`config.mk`:
```
export PLATFORM = sky130hd
export DESIGN_NAME = gpi_flat
export DESIGN_NICKNAME = d
export VERILOG_FILES = /design/src/rtl/gpi_if.sv /design/src/rtl/gpi.sv /design/src/flat_wrapper.sv
export SDC_FILE = /design/constraint.sdc
export NUM_CORES = 1
export LEC_CHECK = 0
export CAP_MARGIN = 20
export CORE_ASPECT_RATIO = 0.9
export CORE_MARGIN = 2
export CORE_UTILIZATION = 50
export DETAILED_ROUTE_END_ITERATION = 16
export GPL_TIMING_DRIVEN = 0
export PLACE_DENSITY = 0.72
export SYNTH_ARGS = -nofsm -noshare
export SYNTH_HDL_FRONTEND = slang
export SYNTH_SLANG_ARGS = --single-unit
```
`constraint.sdc`:
```
create_clock -name clk -period 2.85 [get_ports clk]
set_clock_uncertainty 0.15 [all_clocks]
set_input_delay 0.7125 -clock clk [delete_from_list [all_inputs] [get_ports clk]]
set_output_delay 0.7125 -clock clk [all_outputs]
set_load 0.02 [all_outputs]
```
`src/rtl/gpi_if.sv`:
```
// Peripheral bus between a CPU-side master and the gpi input block.
interface gpi_if #(
   parameter int NBIT = 4
);
   logic [3:0]      addr_in;
   logic [NBIT-1:0] gpi_din;
   logic            gpi_req;
   logic            gpi_we;
   logic [NBIT-1:0] gpi_dout;

   modport master (output addr_in, gpi_din, gpi_req, gpi_we, input gpi_dout);
   modport slave  (input addr_in, gpi_din, gpi_req, gpi_we, output gpi_dout);
endinterface

```
`src/rtl/gpi.sv`:
```
// General-purpose inputs: 2-flop sync, per-bit debounce, enabled edge detect into
// sticky W1C status, level interrupt and a registered read port.
module gpi #(
   parameter int NBIT      = 4,
   parameter int DB_CYCLES = 4
) (
   input  logic            clk,
   input  logic            resetn,
   input  logic [NBIT-1:0] gpi_pins,
   gpi_if.slave            bus,
   output logic            gpi_irq
);
   localparam int CW = (DB_CYCLES > 0) ? $clog2(DB_CYCLES + 1) : 1;

   logic [NBIT-1:0] r_sync1;
   logic [NBIT-1:0] r_sync2;
   logic [NBIT-1:0] r_db;
   logic [NBIT-1:0] r_rise_en;
   logic [NBIT-1:0] r_fall_en;
   logic [NBIT-1:0] r_status;
   logic [NBIT-1:0] r_dout;

   logic [NBIT-1:0] w_db_next;
   logic [NBIT-1:0] w_rise;
   logic [NBIT-1:0] w_fall;
   logic [NBIT-1:0] w_w1c;
   logic [NBIT-1:0] w_rd_data;
   logic            w_wr;
   logic            w_rd;

   always_ff @(posedge clk or negedge resetn) begin
      if (!resetn) begin
         r_sync1 <= '0;
         r_sync2 <= '0;
      end else begin
         r_sync1 <= gpi_pins;
         r_sync2 <= r_sync1;
      end
   end

   generate
      if (DB_CYCLES == 0) begin : g_nodb
         assign w_db_next = r_sync2;
      end else begin : g_db
         logic [CW-1:0] r_cnt [NBIT];

         // A bit qualifies when it has disagreed with DB for DB_CYCLES consecutive edges.
         always_ff @(posedge clk or negedge resetn) begin
            if (!resetn) begin
               for (int i = 0; i < NBIT; i++) r_cnt[i] <= '0;
            end else begin
               for (int i = 0; i < NBIT; i++) begin
                  if (r_sync2[i] == r_db[i])
                     r_cnt[i] <= '0;
                  else if (r_cnt[i] == CW'(DB_CYCLES - 1))
                     r_cnt[i] <= '0;
                  else
                     r_cnt[i] <= r_cnt[i] + CW'(1);
               end
            end
         end

         always_comb begin
            w_db_next = r_db;
            for (int i = 0; i < NBIT; i++) begin
               if ((r_sync2[i] != r_db[i]) && (r_cnt[i] == CW'(DB_CYCLES - 1)))
                  w_db_next[i] = r_sync2[i];
            end
         end
      end
   endgenerate

   assign w_rise = w_db_next & ~r_db & r_rise_en;
   assign w_fall = ~w_db_next & r_db & r_fall_en;

   assign w_wr  = bus.gpi_req & bus.gpi_we;
   assign w_rd  = bus.gpi_req & ~bus.gpi_we;
   assign w_w1c = (w_wr && (bus.addr_in == 4'h3)) ? bus.gpi_din : '0;

   always_comb begin
      w_rd_data = '0;
      case (bus.addr_in)
         4'h0:    w_rd_data = r_db;
         4'h1:    w_rd_data = r_rise_en;
         4'h2:    w_rd_data = r_fall_en;
         4'h3:    w_rd_data = r_status;
         default: w_rd_data = '0;
      endcase
   end

   // New edges are OR-ed in after the W1C mask so a same-cycle set survives a clear.
   always_ff @(posedge clk or negedge resetn) begin
      if (!resetn) begin
         r_db      <= '0;
         r_rise_en <= '0;
         r_fall_en <= '0;
         r_status  <= '0;
         r_dout    <= '0;
      end else begin
         r_db     <= w_db_next;
         r_status <= (r_status & ~w_w1c) | w_rise | w_fall;
         if (w_wr && (bus.addr_in == 4'h1)) r_rise_en <= bus.gpi_din;
         if (w_wr && (bus.addr_in == 4'h2)) r_fall_en <= bus.gpi_din;
         if (w_rd) r_dout <= w_rd_data;
      end
   end

   assign bus.gpi_dout = r_dout;
   assign gpi_irq      = |r_status;
endmodule

```
`src/flat_wrapper.sv`:
```
// flat-port wrapper written by rule: the top's interface ports become plain ports
module gpi_flat 
#(
   parameter int NBIT      = 4,
   parameter int DB_CYCLES = 4
)
  (clk, resetn, gpi_pins, gpi_irq, bus_addr_in, bus_gpi_din, bus_gpi_req, bus_gpi_we, bus_gpi_dout);
  gpi_if #(.NBIT(NBIT)) bus_i ();
  input  logic clk;
  input  logic resetn;
  input  logic [NBIT-1:0] gpi_pins;
  output logic gpi_irq;
  input wire logic [$bits(bus_i.addr_in)-1:0] bus_addr_in;
  input wire logic [$bits(bus_i.gpi_din)-1:0] bus_gpi_din;
  input wire logic [$bits(bus_i.gpi_req)-1:0] bus_gpi_req;
  input wire logic [$bits(bus_i.gpi_we)-1:0] bus_gpi_we;
  output wire logic [$bits(bus_i.gpi_dout)-1:0] bus_gpi_dout;
  assign bus_i.addr_in = bus_addr_in;
  assign bus_i.gpi_din = bus_gpi_din;
  assign bus_i.gpi_req = bus_gpi_req;
  assign bus_i.gpi_we = bus_gpi_we;
  assign bus_gpi_dout = bus_i.gpi_dout;
  gpi #(.NBIT(NBIT), .DB_CYCLES(DB_CYCLES)) u_core (.clk(clk), .resetn(resetn), .gpi_pins(gpi_pins), .bus(bus_i), .gpi_irq(gpi_irq));
endmodule
```
==> results of run 1 <==
==> cells by family after synthesis <==
group,after synthesis,share of synthesized area (%)
buffers and inverters,4,1.42
multiplexers,16,13.4
AND/OR/NAND/NOR,34,14.7
XOR/XNOR,4,2.09
adder cells (fa/ha/maj),4,2.99
flip-flops,40,59.7
AO/OA/AOI/OAI,12,5.60
==> power breakdown <==
part / switching, mW / internal, mW / total, mW
Clock: 0.174 / 0.166 / 0.340
Combinational: 0.163 / 0.233 / 0.396
Sequential: 0.103 / 0.701 / 0.804
Total: 0.440 / 1.10 / 1.54
==> Yosys cell counts <==
cell type   n
a211oi_1    1
nor3_1      5
nand3b_4    2
mux4_2      4
nand3b_1    5
dfrtp_1    40
buf_2       1
mux2_1      8
nand4_1     4
and4bb_4    1
buf_6       1
ha_1        4
nor3b_1     6
xnor2_1     4
a22o_1      7
or4_1       1
inv_1       2
nand2_1     5
nand2b_1    2
nor2b_1     3
a32o_1      1
mux2_2      4
o21ai_0     3
==> metrics by stage <==
step	setup WS, ps	hold WS [ps]	instance area, sq um	total power [mW]
after global placement	62.4	185	1910	1.18
after floorplan	996	181	1680	1.07
after detailed placement	528	186	1900	1.21
after global routing	155	206	1980	1.65
after CTS	206	202	1980	1.56
final	206	200	1980	1.54
==> critical path, cell delays in order (launching register included) <==
cell	delay [ps]
dfrtp_1	410
or4_1	520
clkdlybuf4s50_1	560
==> routing by layer <==
layer	GRT usage [%]	vias up
li1	-	476
met1	19.7	516
met2	28.9	27
met3	5.35	8
met4	8.93	0
met5	0	-
==> final cells by class <==
| type | count | area share (%) |
|---|---|---|
| inverter | 2 | 0.379 |
| clock buffer | 6 | 3.66 |
| sequential | 40 | 50.5 |
| timing repair buffer | 18 | 8.84 |
| clock inverter | 1 | 0.253 |
| buffer | 2 | 0.821 |
| tap | 42 | 2.65 |
| multi-input combinational | 70 | 32.8 |
==> worst paths after layout <==
| path | cells after the start | to | slack, ps | start |
|---|---|---|---|---|
| setup / recovery | 2 | gpi_irq | 210 | u_core.r_status[2] |
| hold / removal | 0 | u_core.r_sync2[1] | 200 | u_core.r_sync1[1] |
| setup reg to reg | 3 | u_core.r_db[3] | 1390 | u_core.g_db.r_cnt[0] |
| hold reg to reg | 0 | u_core.r_sync2[1] | 200 | u_core.r_sync1[1] |
| max in group asynchronous | 1 | u_core.g_db.r_cnt[10] | 1640 | resetn |
| min in group asynchronous | 1 | u_core.g_db.r_cnt[4] | 380 | resetn |
==> state kept, by name (all words and copies together) (netlist names) <==
register,count
u_core.r_sync1,4
u_core.r_sync2,4
u_core.r_rise_en,4
u_core.r_db,4
u_core.r_status,4
u_core.r_fall_en,4
u_core.g_db.r_cnt,12
u_core.bus.gpi_dout,4
==> cell usage in the layout (no fill, tap or decap), types with 5 or more instances in the layout <==
cell,netlist,final
dfrtp_1,40,40
nand3b_1,5,5
mux2_1,8,8
nor3b_1,6,6
a22o_1,7,7
clkbuf_8,0,5
clkdlybuf4s50_1,0,17
nand2_1,5,5
nor3_1,5,5
==> out/results.txt, run 1 <==
MaxCap Viol Count: 0
Net count, final: 159
Mapped cell area: 1680 sq um
Gr usage total: 17.1%
Met3 WL post-DR: 152 um
DIE WIDTH: 65.0 um
Area Growth Syn to Fin: 18.2%
LEAKAGE: 0.899 nW
Avg WL per Cell: 14.8 um
CTS sink count: 40
Final period utilization: 92.8%
Startpoint Class: flip-flop
Vias per inst: 5.67
Setup violations, final: 0
Top-area cell type share of the netlist area: 59.7%
Power Dens Cells: 778 nW/um^2
Final Hold Fails: 0
Post-DP HPWL: 1.97 mm
Largest net degree at the start of global routing: 41
Post-CTS setup buffer count: 0
Vias in the first global route: 1060
Post-CTS Resized: 0
Final core area utilization: 63.6%
Post-Route WL: 2.67 mm
CTS buffer count: 5
Peak VDD IR: 0.000476 V
Avg Inst Size Synth: 14.7 sq um
CTS Hold Bufs: 0
Initial antenna violation count: 0
RSZ-0062 raised after global routing: no
Post-Syn Instances: 114
Status: finished, final reports clean
First-pass GRT wire length: 4.71 mm
Clock latency on the worst-skew pair: 290 ps
Synth area leaders: dfrtp_1 (60%), mux2_1 (5.4%), mux4_2 (5.4%)
Clock slew at reported path FFs: 70 ps
M1 WL: 1.12 mm
Clock tree buffer depth: 2
Number of instances in the placed design: 174
Vias: 1027
FF+latch area: 1000 sq um
Fillers: 251
Max Freq: 378 MHz
Top layer in use: met4
Setup tns final: 0 ps
Antenna diode count: 0
Net Count, Synth: 134
Routed length on met2: 1.34 mm
Netlist cell types: 23
Iter 0 DRT Violations: 13
Seq/Total Area, Yosys: 59.7%
Min cycle time layout: 2640 ps
TritonCTS clock tree: done
Non-Filler Instances: 181
Crit path required time: 1990 ps
GRT Residual Overflow: 0
Die area: 3830 sq um
Core ar.: 3110 sq um
Number of synthesized register bits: 40
Share of cells above drive strength 1: 14.4%
CP arrival: 1780 ps
Initial Utilization: 53.8%
Crit end category: output port
Row Count: 19
I/O Buffers: 18
Worst hold path type: flip-flop to flip-flop
Largest area contributor in the netlist: dfrtp_1
GP Congestion: 0.719
Drt pass-1 iters: 4
DRC errors left: 0
Worst Path Max Fanout: 3
Fin. max-slew vios: 0
H-tree lvl count: 2
Multi-input logic area: 651 sq um
Max_slew headroom: 43.1%
I/O pin total: 21
Routed Antenna Nets: 0
YS warnings: 0
Worst setup path class: flip-flop to output port
Clk root buf: clkbuf_8
Die Span Y: 58.9 um
Worst slew pin tran: 854 ps
No activity file was read; power rests on OpenSTA's default activity.
==> run 2: changes to the inputs <==
Settings changed: CAP_MARGIN 20 to 15, CTS_CLUSTER_DIAMETER from default to 150.
==> results of run 2 <==
Final layout, timing and power as in run 1 (identical DEF).
==> run 3: changes to the inputs <==
Settings changed: SLEW_MARGIN from default to 10.
==> out/results.txt, run 3 (synthesis results as in run 1) <==
Status: finished, final reports clean
Gr usage total: 17.6%
Initial antenna violation count: 0
Antenna diode count: 0
Clock network fraction of total power: 22.0%
Peak VDD IR: 0.000469 V
Clock slew at reported path FFs: 70 ps
Worst setup path class: flip-flop to output port
Drt pass-1 iters: 4
Hold WS: 203 ps
Pre-CTS WS: 507 ps
I/O Buffers: 18
Worst hold path type: flip-flop to flip-flop
Post-Route WL: 2.74 mm
Final worst setup slack: 194 ps
First-pass GRT wire length: 4.81 mm
Initial Utilization: 53.8%
Iter 0 DRT Violations: 21
Largest net degree at the start of global routing: 24
Core ar.: 3110 sq um
Most flops, register: u_core.g_db.r_cnt
Clock latency on the worst-skew pair: 290 ps
Die Span Y: 58.9 um
Critical-path cell list: or4_1 -> clkdlybuf4s50_1
Clock tree buffer depth: 2
Setup violations, final: 0
Share of cells above drive strength 1: 15.0%
Vias in the first global route: 1070
Post-CTS setup buffer count: 0
GP Congestion: 0.719
TritonCTS clock tree: done
H-tree lvl count: 2
Net count, final: 160
CP arrival: 1790 ps
DIE WIDTH: 65.0 um
MaxCap Viol Count: 0
RSZ-0062 raised after global routing: no
Post-DP HPWL: 2.07 mm
Worst slew pin tran: 446 ps
Fillers: 237
Worst Path Max Fanout: 3
Power Total: 1.55 mW
Setup tns final: 0 ps
Vias: 1020
I/O pin total: 21
Crit end category: output port
Final period utilization: 93.2%
Power Dens Cells: 772 nW/um^2
Final Hold Fails: 0
Gate power share: 26.1%
Area Growth Syn to Fin: 19.9%
Buf/Inv on CP: 1
Switch share: 28.7%
Max_slew headroom: 70.3%
Min cycle time layout: 2660 ps
CTS sink count: 40
DRC errors left: 0
Die area: 3830 sq um
Startpoint Class: flip-flop
CTS Hold Bufs: 0
Worst Hold Depth: 0
Max Freq: 377 MHz
CTS buffer count: 5
Post-CTS Resized: 0
Vias per inst: 5.60
Routed Antenna Nets: 0
Sequential share of power: 51.8%
LEAKAGE: 0.912 nW
Delay of the slowest cell on the worst path: 560 ps
P_sw: 0.446 mW
Worst path depth: 2
Row Count: 19
Most frequent cells in the layout: dfrtp_1 (40), clkdlybuf4s50_1 (17), mux2_1 (8)
Clk root buf: clkbuf_8
Crit path required time: 1990 ps
Fin. max-slew vios: 0
Avg WL per Cell: 15.1 um
Crit-path leading delay family: buffers and inverters
Cell depth of the worst flop-to-flop path: 3
Slowest stage cell, crit path: clkdlybuf4s50_1
Internal power: 1.11 mW
Most common cell after layout, fill and taps aside: dfrtp_1
Max reg flops: 12
GRT Residual Overflow: 0
==> run 3: power groups by stage <==
stage | clock (mW) | sequential, mW | combinational (mW)
floorplan | 0 | 0.791 | 0.279
global placement | 0 | 0.803 | 0.381
detailed placement | 0 | 0.814 | 0.409
CTS | 0.354 | 0.804 | 0.411
global route | 0.380 | 0.825 | 0.455
finish | 0.342 | 0.804 | 0.405
==> run 3: final timing paths <==
check	from	to	slack (ps)
worst max-delay path	u_core.r_status[2]	gpi_irq	190
worst min-delay path	u_core.r_sync1[3]	u_core.r_sync2[3]	200
worst max register to register	u_core.g_db.r_cnt[0]	u_core.r_db[3]	1390
worst min register to register	u_core.r_sync1[3]	u_core.r_sync2[3]	200
max in group asynchronous	resetn	u_core.r_sync1[0]	1880
min in group asynchronous	resetn	u_core.bus.gpi_dout[2]	210
==> run 3: cell type report <==
cell class | count | area, sq um | share of cell area (%)
Sequential cell | 40 | 1000 | 49.8
Multi-Input combinational cell | 70 | 651 | 32.4
Timing Repair Buffer | 19 | 203 | 10.1
Clock buffer | 6 | 72.6 | 3.61
Tap cell | 42 | 52.6 | 2.62
Buffer | 2 | 16.3 | 0.810
Inverter | 2 | 7.51 | 0.374
Clock inverter | 1 | 5.00 | 0.249
==> run 3: metrics by stage <==
stage	instances	cell area (sq um)	util [%]
after floorplan	114	1680	-
after global placement	174	1910	61.3
after detailed placement	175	1930	62.0
after CTS	182	2010	64.5
after global routing	182	2010	64.5
final	182	2010	64.5
==> run 3: routing by layer <==
metal  global-route usage (%)  wire, um  vias to the layer above  part of all wire (%)
li1                         -         -                      474                     -
met1                     20.1      1120                      520                    41
met2                     30.0      1410                       20                    51
met3                     5.93       142                        6                   5.2
met4                     8.93        67                        0                   2.4
met5                        0         0                        -                     0
